[src/rtl/data_mem_arbiter_pkg.sv]
// data_mem_arbiter_pkg: shared state encodings, port IDs and the latched request record.
// Latency: none (definitions only).
// Backpressure: none (definitions only).
package data_mem_arbiter_pkg;

   // Sequencer states: one issue cycle, a busy wait, then a one-cycle completion.
   localparam logic [1:0] ST_IDLE  = 2'd0;
   localparam logic [1:0] ST_ISSUE = 2'd1;
   localparam logic [1:0] ST_WAIT  = 2'd2;
   localparam logic [1:0] ST_DONE  = 2'd3;

   // Requester IDs, also used as the round-robin pointer value.
   localparam logic PORT_CORE = 1'b0;
   localparam logic PORT_DBG  = 1'b1;

   // One data_mem access as presented by a requester.
   typedef struct packed {
      logic        write;
      logic [31:0] addr;
      logic [31:0] wdata;
      logic [2:0]  mask;
   } req_t;

endpackage

[src/rtl/data_mem_arbiter_rr_arbiter2.sv]
// rr_arbiter2: two-way round-robin grant; on a tie the port that did not win last time wins.
// Latency: purely combinational.
// Backpressure: none; the caller decides when the grant is taken.
module rr_arbiter2 (
   input  logic req0,
   input  logic req1,
   input  logic last,
   output logic gnt,
   output logic gnt_id
);

   // Pick the single requester, or alternate away from the previous winner on a tie.
   always_comb begin
      gnt    = req0 | req1;
      gnt_id = 1'b0;
      if (req0 && req1) begin
         gnt_id = ~last;
      end else if (req1) begin
         gnt_id = 1'b1;
      end
   end

endmodule

[src/rtl/data_mem_arbiter.sv]
// data_mem_arbiter: round-robin share of the single data_mem port between core (0) and dbg (1).
// Latency: valid sampled in IDLE at edge N -> done high in cycle N+4 for a one-cycle busy; one access per 5 cycles.
// Backpressure: requester holds valid until its done pulse and is frozen by *_stall; DATA_MEM_ARB_TIMEOUT_EN aborts a stuck WAIT.
module data_mem_arbiter
   import data_mem_arbiter_pkg::*;
#(
`ifdef DATA_MEM_ARB_TIMEOUT_EN
   parameter int   TIMEOUT_CYCLES = 64,
`endif
   parameter logic RESET_PRIO     = 1'b0
) (
   input  logic        clk,
   input  logic        rst_n,
   input  logic        core_valid,
   input  logic        core_write,
   input  logic [31:0] core_addr,
   input  logic [31:0] core_wdata,
   input  logic [2:0]  core_mask,
   output logic [31:0] core_rdata,
   output logic        core_done,
   output logic        core_err,
   output logic        core_stall,
   input  logic        dbg_valid,
   input  logic        dbg_write,
   input  logic [31:0] dbg_addr,
   input  logic [31:0] dbg_wdata,
   input  logic [2:0]  dbg_mask,
   output logic [31:0] dbg_rdata,
   output logic        dbg_done,
   output logic        dbg_err,
   output logic        dbg_stall,
   output logic [31:0] mem_addr,
   output logic [31:0] mem_wdata,
   output logic [2:0]  mem_mask,
   output logic        mem_read,
   output logic        mem_write,
   input  logic [31:0] mem_rdata,
   input  logic        mem_busy
);

   req_t        core_req;
   req_t        dbg_req;
   req_t        sel_req;
   req_t        req_q;
   logic [1:0]  state;
   logic        owner;
   logic        last_gnt;
   logic        gnt;
   logic        gnt_id;
   logic [1:0]  done_q;
   logic [31:0] rdata_q [2];

   assign core_req = '{write: core_write, addr: core_addr, wdata: core_wdata, mask: core_mask};
   assign dbg_req  = '{write: dbg_write,  addr: dbg_addr,  wdata: dbg_wdata,  mask: dbg_mask};
   assign sel_req  = (gnt_id == PORT_DBG) ? dbg_req : core_req;

   rr_arbiter2 u_arb (
      .req0   (core_valid),
      .req1   (dbg_valid),
      .last   (last_gnt),
      .gnt    (gnt),
      .gnt_id (gnt_id)
   );

   // The latched request drives data_mem for the whole access.
   assign mem_addr   = req_q.addr;
   assign mem_wdata  = req_q.wdata;
   assign mem_mask   = req_q.mask;

   assign core_rdata = rdata_q[PORT_CORE];
   assign dbg_rdata  = rdata_q[PORT_DBG];
   assign core_done  = done_q[PORT_CORE];
   assign dbg_done   = done_q[PORT_DBG];
   assign core_stall = core_valid & ~core_done;
   assign dbg_stall  = dbg_valid & ~dbg_done;

`ifdef DATA_MEM_ARB_TIMEOUT_EN
   logic [15:0] wait_cnt;
   logic [1:0]  err_q;

   assign core_err = err_q[PORT_CORE];
   assign dbg_err  = err_q[PORT_DBG];
`else
   assign core_err = 1'b0;
   assign dbg_err  = 1'b0;
`endif

   // Access sequencer: grant and latch in IDLE, strobe in ISSUE, wait out busy, pulse done.
   always_ff @(posedge clk or negedge rst_n) begin
      if (!rst_n) begin
         state      <= ST_IDLE;
         owner      <= PORT_CORE;
         last_gnt   <= ~RESET_PRIO;
         req_q      <= '0;
         mem_read   <= 1'b0;
         mem_write  <= 1'b0;
         done_q     <= '0;
         rdata_q[0] <= '0;
         rdata_q[1] <= '0;
`ifdef DATA_MEM_ARB_TIMEOUT_EN
         err_q      <= '0;
         wait_cnt   <= '0;
`endif
      end else begin
         // Strobes and completion flags are single-cycle unless re-asserted below.
         mem_read  <= 1'b0;
         mem_write <= 1'b0;
         done_q    <= '0;
`ifdef DATA_MEM_ARB_TIMEOUT_EN
         err_q     <= '0;
`endif
         case (state)
            ST_IDLE: begin
               if (gnt) begin
                  owner     <= gnt_id;
                  last_gnt  <= gnt_id;
                  req_q     <= sel_req;
                  mem_read  <= ~sel_req.write;
                  mem_write <= sel_req.write;
                  state     <= ST_ISSUE;
               end
            end
            ST_ISSUE: begin
               state <= ST_WAIT;
`ifdef DATA_MEM_ARB_TIMEOUT_EN
               wait_cnt <= '0;
`endif
            end
            ST_WAIT: begin
               // data_mem raises busy the cycle after issue, so the first WAIT cycle never exits.
               if (!mem_busy) begin
                  if (!req_q.write) begin
                     rdata_q[owner] <= mem_rdata;
                  end
                  done_q[owner] <= 1'b1;
                  state         <= ST_DONE;
               end
`ifdef DATA_MEM_ARB_TIMEOUT_EN
               else if (wait_cnt == 16'(TIMEOUT_CYCLES - 1)) begin
                  done_q[owner] <= 1'b1;
                  err_q[owner]  <= 1'b1;
                  state         <= ST_DONE;
               end else begin
                  wait_cnt <= wait_cnt + 16'd1;
               end
`endif
            end
            ST_DONE: begin
               // Valids are ignored here so the finished requester can drop its valid first.
               state <= ST_IDLE;
            end
            default: state <= ST_IDLE;
         endcase
      end
   end

endmodule
[config.mk]
export PLATFORM = sky130hd
export DESIGN_NAME = data_mem_arbiter
export DESIGN_NICKNAME = d
export VERILOG_FILES = /design/src/rtl/data_mem_arbiter_pkg.sv /design/src/rtl/data_mem_arbiter_rr_arbiter2.sv /design/src/rtl/data_mem_arbiter.sv
export SDC_FILE = /design/constraint.sdc
export NUM_CORES = 1
export LEC_CHECK = 0
export CORE_ASPECT_RATIO = 1.2
export CORE_MARGIN = 2
export CORE_UTILIZATION = 44
export DETAILED_ROUTE_END_ITERATION = 12
export PLACE_DENSITY = 0.82
export SLEW_MARGIN = 20
export SYNTH_ARGS = -nofsm -noshare
export SYNTH_HDL_FRONTEND = slang
export SYNTH_SLANG_ARGS = --single-unit
[constraint.sdc]
create_clock -name clk -period 4.6 [get_ports clk]
set_input_delay 0.92 -clock clk [delete_from_list [all_inputs] [get_ports clk]]
set_output_delay 0.92 -clock clk [all_outputs]
set_load 0.005 [all_outputs]
==> summary.md, run 1 <==
| Metric | Value |
|---|---|
| Global-route usage over all layers | `22.9%` |
| Total wire length | `17900 microns` |
| Net load switching power | `0.00193 W` |
| Maximum buffer depth of the clock tree | `2` |
| Clk network pwr share | `22.8%` |
| Final std cells w/o fill | `1026` |
| Crit path largest cell delay | `680 ps` |
| Initial detailed-routing violation count | `270` |
| Area delta synth->final | `50.9%` |
| Maxcap violations | `0` |
| Sequential element share of the synthesized area | `54.1%` |
| Transition time at the pin with the least slew margin | `833 ps` |
| Number of setup violations in the final report | `0` |
| Level count of the clock H-tree | `4` |
| Worst Setup End Kind | `output port` |
| Register clock-pin slew on the reported worst setup and hold paths | `60 ps` |
| Maximum achievable frequency | `309 MHz` |
| HP Class | `register to register` |
| Gate power share | `42.9%` |
| Global route hottest layer | `met2` |
| Final critical-path share of the clock period | `70.4%` |
| Library cell contributing the largest single delay on the critical path | `sky130_fd_sc_hd__clkdlybuf4s50_1` |
| Met2 Use GR | `39.6%` |
| Overflow left after global routing | `0` |
| CTS-repair resized insts | `0` |
| Diode count | `0` |
| Number of warning messages in the yosys log | `0` |
| Fraction of final layout cells sized beyond drive strength 1 | `13.0%` |
| DP Cell Count | `995` |
| Hold Worst Slack | `488 ps` |
| Initial Utilization | `45.0%` |
| Cell with the most instances on the worst path | `sky130_fd_sc_hd__clkdlybuf4s50_1` |
| Clock latency on the worst-skew pair | `420 ps` |
| Final count of hold timing violations | `0` |
| Number of port buffers | `309` |
| Die outline width | `115 microns` |
| Max-slew violation total from the final report | `0` |
| Data arrival at the endpoint of the critical path | `2320 ps` |
| Total DRC errors in the routed layout | `0` |
| Via count of the first global-routing pass | `5188` |
| Kind of cell adding the most delay to the critical path | `buffers and inverters` |
| Startpoint of the lowest-slack register-to-register path | `state[0]` |
| Global placer's final weighted congestion | `0.790` |
| Number of optimization iterations in the first detailed-route pass | `4` |
| Final nets | `1014` |
| Core area | `14400 sq um` |
| TritonCTS clock tree | `built` |
| CTS buffer count | `17` |
| Row count | `48` |
| Count of distinct cell types in the synthesized netlist | `30` |
| Num ports | `312` |
| Antenna viol nets, final | `0` |
| Netlist Area Pre-Place | `6480 sq um` |
| Average footprint of a synthesized cell | `10.7 sq um` |
| Initial antenna violation count | `0` |
| Setup Fix Bufs, Post-CTS | `0` |
| Wire length of the first global-routing pass | `27400 microns` |
| Post-route clock skew | `7.28 ps` |
| Gate count of the mapped netlist | `608` |
| Switching portion of total power | `30.2%` |
| Root Buffer | `sky130_fd_sc_hd__clkbuf_16` |
| Data required time of the critical path | `3680 ps` |
| Post-DR vias/cell | `5.01` |
| Post-detail-place hpwl | `12600 microns` |
| Vias post-DR | `5141` |
| Standby leakage power | `4.19 nW` |
| Critical path startpoint | `core_valid` |
| Post-synthesis register bit count | `140` |
| Internal power component | `0.00445 W` |
| CTS hold repair buffers | `0` |
| Area of the die | `15700 sq um` |
| Buf/Inv on CP | `2` |
| Part of the power in registers | `34.3%` |
| Die Height | `137 microns` |
| Worst slew margin relative to its limit | `44.2%` |
| Worst vdd rail ir drop | `312 uV` |
| HP Start | `core_rdata[5]` |
| Status | `finished, final reports clean` |
| Chain of cells forming the critical path | `clkdlybuf4s50_1 > nor2b_1 > clkdlybuf4s50_1` |
| Time the final worst path needs with I/O delays and setup | `3240 ps` |
| Setup Total Neg Slack | `0 ps` |
| Routing usage on met1 | `26.0%` |
| Average detailed-routed wire length per instance | `17.4 microns` |
| Global Route met3 Usage | `7.13%` |
| Largest net degree at the start of global routing | `92` |
| Crit Path Category | `input pin to output port` |
| Highest net fanout along the worst path | `7` |
| Cell area power density | `652 nW/um^2` |
| Unrepaired setup endpoints after global routing | `false` |
| Number of clock sinks seen by CTS | `140` |
| Startpoint type of the worst setup path | `input pin` |
-- sequential cells by signal (all words and copies together) (netlist names) --
signal      count
mem_read        1
dbg_rdata      32
owner           1
mem_wdata      32
done_q          2
core_rdata     32
mem_addr       32
req_q           1
mem_mask        3
last_gnt        1
mem_write       1
state           2
-- worst register-to-register path, cell delays in order, from the launching register on --
cell and delay (ps):
sky130_fd_sc_hd__dfrtp_1 380, sky130_fd_sc_hd__inv_1 80, sky130_fd_sc_hd__ha_1 340, sky130_fd_sc_hd__o21a_2 680, sky130_fd_sc_hd__buf_4 470, sky130_fd_sc_hd__nor2_1 80
sky130_fd_sc_hd__a21oi_1 170
-- metrics by stage --
step	worst slack, ps	util (%)	instance area (sq um)	total power, W
4_1_cts	1360	67.9	9780	0.00643
2_1_floorplan	2460	-	6480	0.00369
5_1_grt	1280	67.9	9780	0.00676
6_report	1360	67.9	9780	0.00637
3_5_place_dp	1360	63.6	9160	0.00495
3_3_place_gp	1370	63.6	9160	0.00487
-- layout by cell type (no fill, tap or decap), types with 4 or more instances in the layout --
cell type                           n
sky130_fd_sc_hd__a21oi_1          136
sky130_fd_sc_hd__buf_4              8
sky130_fd_sc_hd__bufinv_16          4
sky130_fd_sc_hd__clkbuf_16         17
sky130_fd_sc_hd__clkdlybuf4s50_1  308
sky130_fd_sc_hd__dfrtp_1          139
sky130_fd_sc_hd__mux2_2            33
sky130_fd_sc_hd__mux2_4            30
sky130_fd_sc_hd__nand2_1           67
sky130_fd_sc_hd__nor2_1            71
-- synth_stat cells, drive strengths merged --
cell type,n,area share (%)
conb,1,0.058
a22oi,1,0.12
a21oi,136,11
buf,98,11
and2,1,0.097
a22o,1,0.14
nand2,67,3.9
a31oi,1,0.097
a21boi,1,0.17
a21bo,1,0.15
o21a,1,0.12
mux2i,1,0.15
nor3,1,0.15
dfrtp,139,54
clkbuf,10,0.58
dfstp,1,0.41
nor2,71,4.1
o22a,1,0.14
nor2b,3,0.41
mux2,65,13
ha,2,0.39
nand2b,1,0.097
inv,2,0.12
o21ai,1,0.14
and3b,1,0.14
-- logic make-up after synthesis --
kind of cell	after synthesis	synth area share, %
flip-flops	140	54.1
AO/OA/AOI/OAI	144	11.6
other	1	0.0579
multiplexers	66	13.2
adder cells (fa/ha/maj)	2	0.386
AND/OR/NAND/NOR	145	8.88
buffers and inverters	110	11.9
-- final timing paths --
check / end / slack [ps] / cells after the start
min in group asynchronous: dbg_rdata[8] / 580 / 1
min: core_rdata[5] / 490 / 1
min reg2reg: core_rdata[5] / 490 / 1
max reg2reg: mem_addr[23] / 2320 / 6
max in group asynchronous: mem_read / 3110 / 2
max: core_stall / 1360 / 3
-- power by group through the flow --
stage,sequential [W],combinational (W),clock [W]
after floorplan,0.00215,0.00154,0
after global placement,0.00218,0.00269,0
after detailed placement,0.00220,0.00275,0
after CTS,0.00219,0.00277,0.00147
after global routing,0.00226,0.00297,0.00153
final,0.00219,0.00273,0.00145
-- per-layer routing --
layer | vias to the layer above | wire [microns]
met5 | - | 0
met4 | 0 | 502
met3 | 34 | 1400
met2 | 225 | 9210
met1 | 2459 | 6790
li1 | 2423 | -
-- final cells by class --
class                           count  area, sq um
Inverter                            2         7.51
Clock buffer                       18          429
Sequential cell                   140         3500
Multi-Input combinational cell    359         2230
Timing Repair Buffer              319         3190
Clock inverter                     13          191
Tap cell                          175          219
Fill cell                        1113         4630
(Power assumes the default switching activity.)
==> run 2: changes to the inputs <==
--- a/config.mk
+++ b/config.mk
@@ -7,9 +7,9 @@
 export LEC_CHECK = 0
 export CORE_ASPECT_RATIO = 1.2
 export CORE_MARGIN = 2
-export CORE_UTILIZATION = 44
+export CORE_UTILIZATION = 37
 export DETAILED_ROUTE_END_ITERATION = 12
-export PLACE_DENSITY = 0.82
+export PLACE_DENSITY = 0.73
 export SLEW_MARGIN = 20
 export SYNTH_ARGS = -nofsm -noshare
 export SYNTH_HDL_FRONTEND = slang
==> constraint.sdc (replaced) <==
create_clock -name clk -period 2.8 [get_ports clk]
set_input_delay 0.56 -clock clk [delete_from_list [all_inputs] [get_ports clk]]
set_output_delay 0.56 -clock clk [all_outputs]
set_load 0.005 [all_outputs]
==> run 2 against run 1 <==
  * Highest routed layer unchanged
  * Worst hold slack worse by 370 ps
  * Largest cell class unchanged
  * Sequential share of layout area is 0.43 points lower
  * Largest power group unchanged
  * Flip-flop and latch count stayed put
==> summary.md, run 2 (synthesis gave the netlist of run 1 again) <==
| Metric | Value |
|---|---|
| Count of cell instances traversed by the critical path | `3` |
| Row count | `53` |
| Post-detail-place hpwl | `12800 microns` |
| Transition time at the pin with the least slew margin | `558 ps` |
| Startpoint type of the worst setup path | `input pin` |
| Standby leakage power | `4.23 nW` |
| Diode count | `0` |
| Standard cell area after detailed placement | `9320 sq um` |
| Worst vdd rail ir drop | `451 uV` |
| Final count of hold timing violations | `0` |
| Cell area power density | `1040 nW/um^2` |
| Level count of the clock H-tree | `4` |
| Die outline width | `125 microns` |
| Maximum achievable frequency | `449 MHz` |
| Via count of the first global-routing pass | `5126` |
| Clock latency on the worst-skew pair | `420 ps` |
| Final non-filler cell area | `9900 sq um` |
| Root Buffer | `sky130_fd_sc_hd__clkbuf_16` |
| Most common cell after layout, fill and taps aside | `sky130_fd_sc_hd__clkdlybuf4s50_1` |
| Largest net degree at the start of global routing | `60` |
| Setup Total Neg Slack | `0 ps` |
| Endpoint of the worst setup timing path | `dbg_stall` |
| Antenna viol nets, final | `0` |
| Worst Setup End Kind | `output port` |
| Unrepaired setup endpoints after global routing | `false` |
| Crit path largest cell delay | `500 ps` |
| Area delta synth->final | `52.8%` |
| Number of port buffers | `309` |
| Number of clock sinks seen by CTS | `140` |
| Global placer's final weighted congestion | `0.774` |
| CTS hold repair buffers | `0` |
| Number of setup violations in the final report | `0` |
| Final critical-path share of the clock period | `79.6%` |
| Final std cells w/o fill | `1078` |
| CTS-repair resized insts | `0` |
| Average detailed-routed wire length per instance | `16.6 microns` |
| Time the final worst path needs with I/O delays and setup | `2230 ps` |
| Overall power after layout | `0.0103 W` |
| Worst slew margin relative to its limit | `62.8%` |
| CTS buffer count | `17` |
| Register clock-pin slew on the reported worst setup and hold paths | `60 ps` |
| Post-route clock skew | `7.24 ps` |
| Highest net fanout along the worst path | `2` |
| Max-slew violation total from the final report | `0` |
| Number of inserted filler cells in the final layout | `1469` |
| Critical path startpoint | `dbg_valid` |
| Total DRC errors in the routed layout | `0` |
| Data arrival at the endpoint of the critical path | `1670 ps` |
| Library cell contributing the largest single delay on the critical path | `sky130_fd_sc_hd__clkdlybuf4s50_1` |
| Path depth of the worst reg2reg path | `6` |
| Number of optimization iterations in the first detailed-route pass | `4` |
| Data required time of the critical path | `2240 ps` |
| Initial Utilization | `37.3%` |
| Fraction of final layout cells sized beyond drive strength 1 | `13.9%` |
| Chain of cells forming the critical path | `clkdlybuf4s50_1 > nor2b_1 > clkdlybuf4s50_1` |
| Worst setup slack after placement | `567 ps` |
| Maxcap violations | `0` |
| Setup slack of the most critical reg-to-reg path | `980 ps` |
| HP Class | `input pin to asynchronous set/reset pin` |
| Startpoint of the lowest-slack register-to-register path | `state[0]` |
| Post-DR vias/cell | `4.75` |
| Wire length of the first global-routing pass | `28200 microns` |
| Sequential Area | `3500 sq um` |
| Buf/Inv on CP | `2` |
| Setup Fix Bufs, Post-CTS | `0` |
| Area of the die | `18600 sq um` |
| Num ports | `312` |
| Overflow left after global routing | `0` |
| Maximum buffer depth of the clock tree | `2` |
| Kind of cell adding the most delay to the critical path | `buffers and inverters` |
| Cell with the most instances on the worst path | `sky130_fd_sc_hd__clkdlybuf4s50_1` |
| Crit Path Category | `input pin to output port` |
| DP Cell Count | `1046` |
| Status | `finished, final reports clean` |
| Total wire length | `17900 microns` |
| Multi-input gate area in the final layout | `2230 sq um` |
| Vias post-DR | `5117` |
| Global-route usage over all layers | `19.2%` |
| Final nets | `1020` |
| Crit path setup slack, layout | `572 ps` |
| Core area | `17400 sq um` |
| Initial antenna violation count | `0` |
| Reg-to-Reg End | `dbg_rdata[0]` |
| TritonCTS clock tree | `built` |
| Highest-count cells in the layout ignoring fill and taps | `sky130_fd_sc_hd__clkdlybuf4s50_1 (308), sky130_fd_sc_hd__dfrtp_1 (139), sky130_fd_sc_hd__a21oi_1 (136)` |
| Initial detailed-routing violation count | `217` |
| Die Height | `149 microns` |
## run 2: stage by stage
step | hold slack, ps | utilization [%]
floorplan | 264 | -
global placement | 473 | 53.7
detailed placement | 478 | 53.7
CTS | 123 | 57.0
global route | 136 | 57.0
finish | 121 | 57.0
## run 2: power by group
group          total (W)  internal (W)  switching, W
clock network    0.00223       0.00126      0.000968
logic            0.00453       0.00283       0.00170
registers        0.00358       0.00303      0.000552
## run 2: cell type report
type,count,share of cell area (%)
well taps,220,2.78
flip-flops and latches,140,35.4
clock buffers,17,4.30
multi-input cells,359,22.6
clock inverters,15,1.53
inverters,2,0.0758
repair buffers,325,33.4
## run 2: how the worst min path moves through the flow
stage	startpoint	to	slack [ps]	cells after the start
global placement	core_rdata[6]	core_rdata[6]	470	1
floorplan	rst_n	core_rdata[0]	260	0
finish	rst_n	dbg_rdata[17]	120	1
global route	rst_n	dbg_rdata[17]	140	1
detailed placement	core_rdata[6]	core_rdata[6]	480	1
CTS	rst_n	core_rdata[17]	120	1
## run 2: metal layers
metal | GRT usage (%) | share of wire (%) | vias to the layer above
li1 | - | - | 2431
met1 | 23.6 | 41 | 2465
met2 | 31.9 | 50 | 205
met3 | 7.07 | 7.7 | 16
met4 | 5.33 | 1.2 | 0
met5 | 0 | 0 | -
==> run 3: changes to the inputs <==
==> constraint.sdc (replaced) <==
create_clock -name clk -period 2 [get_ports clk]
set_input_delay 0.4 -clock clk [delete_from_list [all_inputs] [get_ports clk]]
set_output_delay 0.4 -clock clk [all_outputs]
set_load 0.005 [all_outputs]
==> run 3 against run 2 <==
  * Worst setup slack got worse by 490 ps
  * Critical path depth did not move
  * Core utilization rose by 0.42 points
  * Count of clock-buffer cells in the layout is 2 higher
  * Routed wire length increased by 2.1%
  * Sequential share of layout area shrank 0.26 points
  * First-iteration DRC count rose by 6.9%
  * Largest power group unchanged
  * Highest routed layer unchanged
==> summary.md, run 3 (synthesis gave the netlist of run 1 again) <==
| Metric | Value |
|---|---|
| Buf/Inv on CP | `2` |
| CTS buffer count | `17` |
| Number of setup violations in the final report | `0` |
| Worst vdd rail ir drop | `619 uV` |
| Setup Total Neg Slack | `0 ps` |
| Cell area power density | `1470 nW/um^2` |
| Clock latency on the worst-skew pair | `420 ps` |
| Level count of the clock H-tree | `4` |
| Initial Utilization | `37.3%` |
| Register clock-pin slew on the reported worst setup and hold paths | `60 ps` |
| Max-slew violation total from the final report | `0` |
| Crit path largest cell delay | `500 ps` |
| Setup Fix Bufs, Post-CTS | `0` |
| Startpoint type of the worst setup path | `input pin` |
| Time the final worst path needs with I/O delays and setup | `1920 ps` |
| Post-DR vias/cell | `4.82` |
| Initial detailed-routing violation count | `232` |
| Vias post-DR | `5211` |
| Number of clock sinks seen by CTS | `140` |
| Global-route usage over all layers | `19.6%` |
| Root Buffer | `sky130_fd_sc_hd__clkbuf_16` |
| Area delta synth->final | `53.9%` |
| Worst Setup End Kind | `output port` |
| Core area | `17400 sq um` |
| Final non-filler cell area | `9970 sq um` |
| Antenna viol nets, final | `0` |
| Kind of cell adding the most delay to the critical path | `buffers and inverters` |
| Highest net fanout along the worst path | `2` |
| Status | `finished, final reports clean` |
| Initial antenna violation count | `0` |
| Standard cell area after detailed placement | `9350 sq um` |
| Row count | `53` |
| Largest net degree at the start of global routing | `56` |
| Total wire length | `18300 microns` |
| Average detailed-routed wire length per instance | `16.9 microns` |
| Most common cell after layout, fill and taps aside | `sky130_fd_sc_hd__clkdlybuf4s50_1` |
| Diode count | `0` |
| Via count of the first global-routing pass | `5276` |
| Final critical-path share of the clock period | `95.8%` |
| Area of the die | `18600 sq um` |
| HP Class | `input pin to asynchronous set/reset pin` |
| Library cell contributing the largest single delay on the critical path | `sky130_fd_sc_hd__clkdlybuf4s50_1` |
| Num ports | `312` |
| Fraction of final layout cells sized beyond drive strength 1 | `14.1%` |
| Total DRC errors in the routed layout | `0` |
| Maximum achievable frequency | `522 MHz` |
| Data arrival at the endpoint of the critical path | `1520 ps` |
| Maxcap violations | `0` |
| Number of optimization iterations in the first detailed-route pass | `4` |
| Global placer's final weighted congestion | `0.750` |
| Post-route clock skew | `9.18 ps` |
| Final nets | `1023` |
| Cell with the most instances on the worst path | `sky130_fd_sc_hd__clkdlybuf4s50_1` |
| Maximum buffer depth of the clock tree | `2` |
| TritonCTS clock tree | `built` |
| Die outline width | `125 microns` |
| Final count of hold timing violations | `0` |
| Highest-count cells in the layout ignoring fill and taps | `sky130_fd_sc_hd__clkdlybuf4s50_1 (308), sky130_fd_sc_hd__dfrtp_1 (139), sky130_fd_sc_hd__a21oi_1 (136)` |
| Die Height | `149 microns` |
| Unrepaired setup endpoints after global routing | `false` |
| Standby leakage power | `4.25 nW` |
| Chain of cells forming the critical path | `clkdlybuf4s50_1 > nor2b_2 > clkdlybuf4s50_1` |
| Data required time of the critical path | `1600 ps` |
| Wire length of the first global-routing pass | `28800 microns` |
| Number of port buffers | `309` |
| Crit Path Category | `input pin to output port` |
| Overflow left after global routing | `0` |
| Hold Worst Slack | `479 ps` |
| Post-detail-place hpwl | `13000 microns` |
## run 3: cell types whose count changed in the layout (fill, tap and decap cells not counted), sizes merged
cell and delta:
dlygate4sd3 +1, bufinv +2, clkinv +1, clkbuf +2, buf +2, inv -7, clkinvlp +2
## run 3: through the flow
stage | total power (W) | utilization (%) | setup slack, ps | std cells
CTS | 0.0148 | 57.4 | 54.1 | 1081
detailed placement | 0.0115 | 53.8 | 15.8 | 1048
floorplan | 0.00848 | - | 391 | 609
finish | 0.0147 | 57.4 | 84.8 | 1081
global placement | 0.0113 | 53.8 | 38.3 | 1048
global route | 0.0156 | 57.4 | 35.9 | 1081
## run 3: timing repair
action	in CTS	in global routing
setup endpoints to repair	0	1
gates resized for setup	0	1
endpoints found under the hold margin	46	0
hold buffers	1	0
## run 3: final timing paths
kind                                    start            end  slack (ps)  cells after the start
worst max-delay path               core_valid     core_stall          80                      3
worst min-delay path                    rst_n  core_rdata[9]         480                      2
worst max register to register       state[0]  dbg_rdata[14]         220                      6
worst min register to register  core_rdata[5]  core_rdata[5]         490                      1
max in group asynchronous               rst_n       last_gnt         860                      3
min in group clk                core_rdata[5]  core_rdata[5]         490                      1
## run 3: per-layer routing
layer / wire, microns / track usage (%)
met5: 0 / 0
met4: 357 / 6.78
met3: 1450 / 7.14
met2: 8990 / 32.7
met1: 7490 / 23.7
## run 3: area by class of cell
type                    count  area [sq um]
clock buffers              19           443
clock inverters            13           166
fillers                  1486          7400
inverters                   2          7.51
multi-input cells         359          2240
flip-flops and latches    140          3500
well taps                 220           275
repair buffers            328          3340
## run 3: report_power, final
group / switching (W) / total (W) / internal [W]
registers: 0.000767 / 0.00501 / 0.00424
clock network: 0.00127 / 0.00327 / 0.00200
logic: 0.00240 / 0.00638 / 0.00398
total: 0.00444 / 0.0147 / 0.0102
==> variant: new RTL, settings of run 3 <==
Put a register stage on the outputs `dbg_rdata` and `dbg_stall`, cleared by the reset. The values now appear one clock later. The other outputs are not delayed to match.
--- a/src/rtl/data_mem_arbiter.sv
+++ b/src/rtl/data_mem_arbiter.sv
@@ -68,11 +68,18 @@
    assign mem_mask   = req_q.mask;
 
    assign core_rdata = rdata_q[PORT_CORE];
-   assign dbg_rdata  = rdata_q[PORT_DBG];
    assign core_done  = done_q[PORT_CORE];
    assign dbg_done   = done_q[PORT_DBG];
    assign core_stall = core_valid & ~core_done;
-   assign dbg_stall  = dbg_valid & ~dbg_done;
+   always_ff @(posedge clk or negedge rst_n) begin
+      if (!rst_n) begin
+         dbg_rdata <= '0;
+         dbg_stall <= '0;
+      end else begin
+         dbg_rdata <= rdata_q[PORT_DBG];
+         dbg_stall <= dbg_valid & ~dbg_done;
+      end
+   end
 
 `ifdef DATA_MEM_ARB_TIMEOUT_EN
    logic [15:0] wait_cnt;
Formal check against the unedited RTL: not equivalent (Yosys sat finds a counterexample within 4 cycles, from zero or initial values and one cycle with rst_n low).
==> variant against run 3 <==
Combinational power barely moved. Routed wire length up 4.5%. Worst setup slack improved by 0.19 ns. Sequential power rose by 20%. Area after synthesis is 16% higher. Synthesized cell count is 11% higher. Sequential cell count increased by 33. Power increased by 6.5%. Worst hold slack lost 0.11 ns. Design area up 8.9%. Critical path type is now reg -> out.
==> variant: results (changes against run 3) <==
crit_arrival_ns: 1.33  # was 1.52 ns
dp.final_hpwl_um: 13500  # was 13000 um
via_count: 5381  # was 5211
finClkSkew_ns: 0.00974  # was 0.00918 ns
firstDrtPassIters: 4  # unchanged
leakage_uw: 0.00469  # was 0.00425 uW
crit_path_end: "core_done"  # was core_stall
routabilityCongestion: 0.776  # was 0.750
synthAdderAreaFrac_pct: 0.332  # was 0.386%
status: "finished, final reports clean"  # unchanged
synth-seq-area-share_pct: 57.4  # was 54.1%
ys_types: 30  # unchanged
synth_ff_type: "dfrtp_1"  # unchanged
grt_pass1_vias: 5469  # was 5276
muxShareOfSynthArea_pct: 11.3  # was 13.2%
synthTopCellsByCount: "dfrtp_1 (172), a21oi_1 (136), buf_4 (107), nor2_1 (71), nand2_1 (67)"  # was dfrtp_1 (139), a21oi_1 (136), buf_4 (78), nor2_1 (71), nand2_1 (67)
drt_iter0_markers: 186  # was 232
track_usage_pct: 17.5  # was 19.6%
critPathLaunch: "done_q[0]"  # was core_valid
layout.nets: 1058  # was 1023
hold_path.class: "reg -> reg"  # was in -> async
wl_per_cell_um: 16.5  # was 16.9 um
timing.rr.end: "rdata_q[0]"  # was dbg_rdata[14]
insertion_delay_ns: 0.41
r2r_slack_ns: 0.28  # was 0.22 ns
synth_area_leaders: "dfrtp_1 (57%), buf_4 (11%), a21oi_1 (9.0%), mux2_4 (6.0%), mux2_2 (4.9%)"  # was dfrtp_1 (54%), a21oi_1 (11%), buf_4 (9.0%), mux2_4 (6.9%), mux2_2 (5.7%)
fillers: 1745  # was 1486
synth-compound-area-share_pct: 9.93  # was 11.6%
grt_pass1_wl_um: 29600  # was 28800 um
critical_path.max_stage_delay_ns: 0.53  # was 0.50 ns
peakVddDrop_mv: 0.734  # was 0.619 mV
drive_above_1_share_pct: 13.4  # was 14.1%
variant: cell types whose count changed after synthesis:
cell,delta
buf_4,+29
buf_6,+1
buf_2,+2
dfrtp_1,+33
variant: how the worst min path moves through the flow:
stage / from / slack, ns / endpoint / cells past startpoint
6_report: rdata_q[31] / 0.37 / dbg_rdata[31] / 0
5_1_grt: rdata_q[31] / 0.38 / dbg_rdata[31] / 0
4_1_cts: rdata_q[31] / 0.37 / dbg_rdata[31] / 0
3_5_place_dp: rst_n / 0.29 / core_rdata[27] / 1
3_3_place_gp: rst_n / 0.28 / core_rdata[27] / 1
2_1_floorplan: rst_n / 0.10 / core_rdata[0] / 0
variant: layout make-up:
cell class                      instances  share of cell area [%]
Clock buffer                           19                    3.99
Clock inverter                         12                    1.27
Inverter                                2                  0.0691
Multi-Input combinational cell        359                    20.6
Sequential cell                       173                    39.9
Tap cell                              265                    3.05
Timing Repair Buffer                  330                    31.2
variant: cell families after synthesis:
family                   after synthesis
other                                  1
multiplexers                          66
AND/OR/NAND/NOR                      145
buffers and inverters                142
adder cells (fa/ha/maj)                2
AO/OA/AOI/OAI                        144
flip-flops                           173
variant: metrics by stage:
stage	util [%]	setup WS, ns	std cells	cell area [um^2]	total power, uW
3_5_place_dp	51.1	-0.0237	1128	10300	12500
4_1_cts	54.0	0.00222	1160	10900	15800
3_3_place_gp	51.1	-0.0269	1128	10300	12400
5_1_grt	54.0	0.184	1160	10900	16600
6_report	54.0	0.272	1160	10900	15600
2_1_floorplan	-	0.391	674	7550	9910
variant: what timing repair did:
| item | in CTS | in global routing |
|---|---|---|
| endpoints found under the hold margin | 20 | 0 |
| gates resized for setup | 0 | 1 |
| setup buffers | 0 | 0 |
| hold buffers | 1 | 0 |
| endpoints found under the setup margin | 0 | 1 |
variant: per-layer routing:
layer  up-vias  share of wire, %  track usage [%]  wire (um)
met1      2619                41             21.0       7840
met5         -                 0                0          0
li1       2541                 -                -          -
met4         0               1.2             4.21        221
met3        16               9.6             7.10       1830
met2       205                48             29.6       9220
variant: power by group:
group          internal [uW]  switching, uW
Combinational           3980           2390
Clock                   1850           1380
Sequential              5180            820
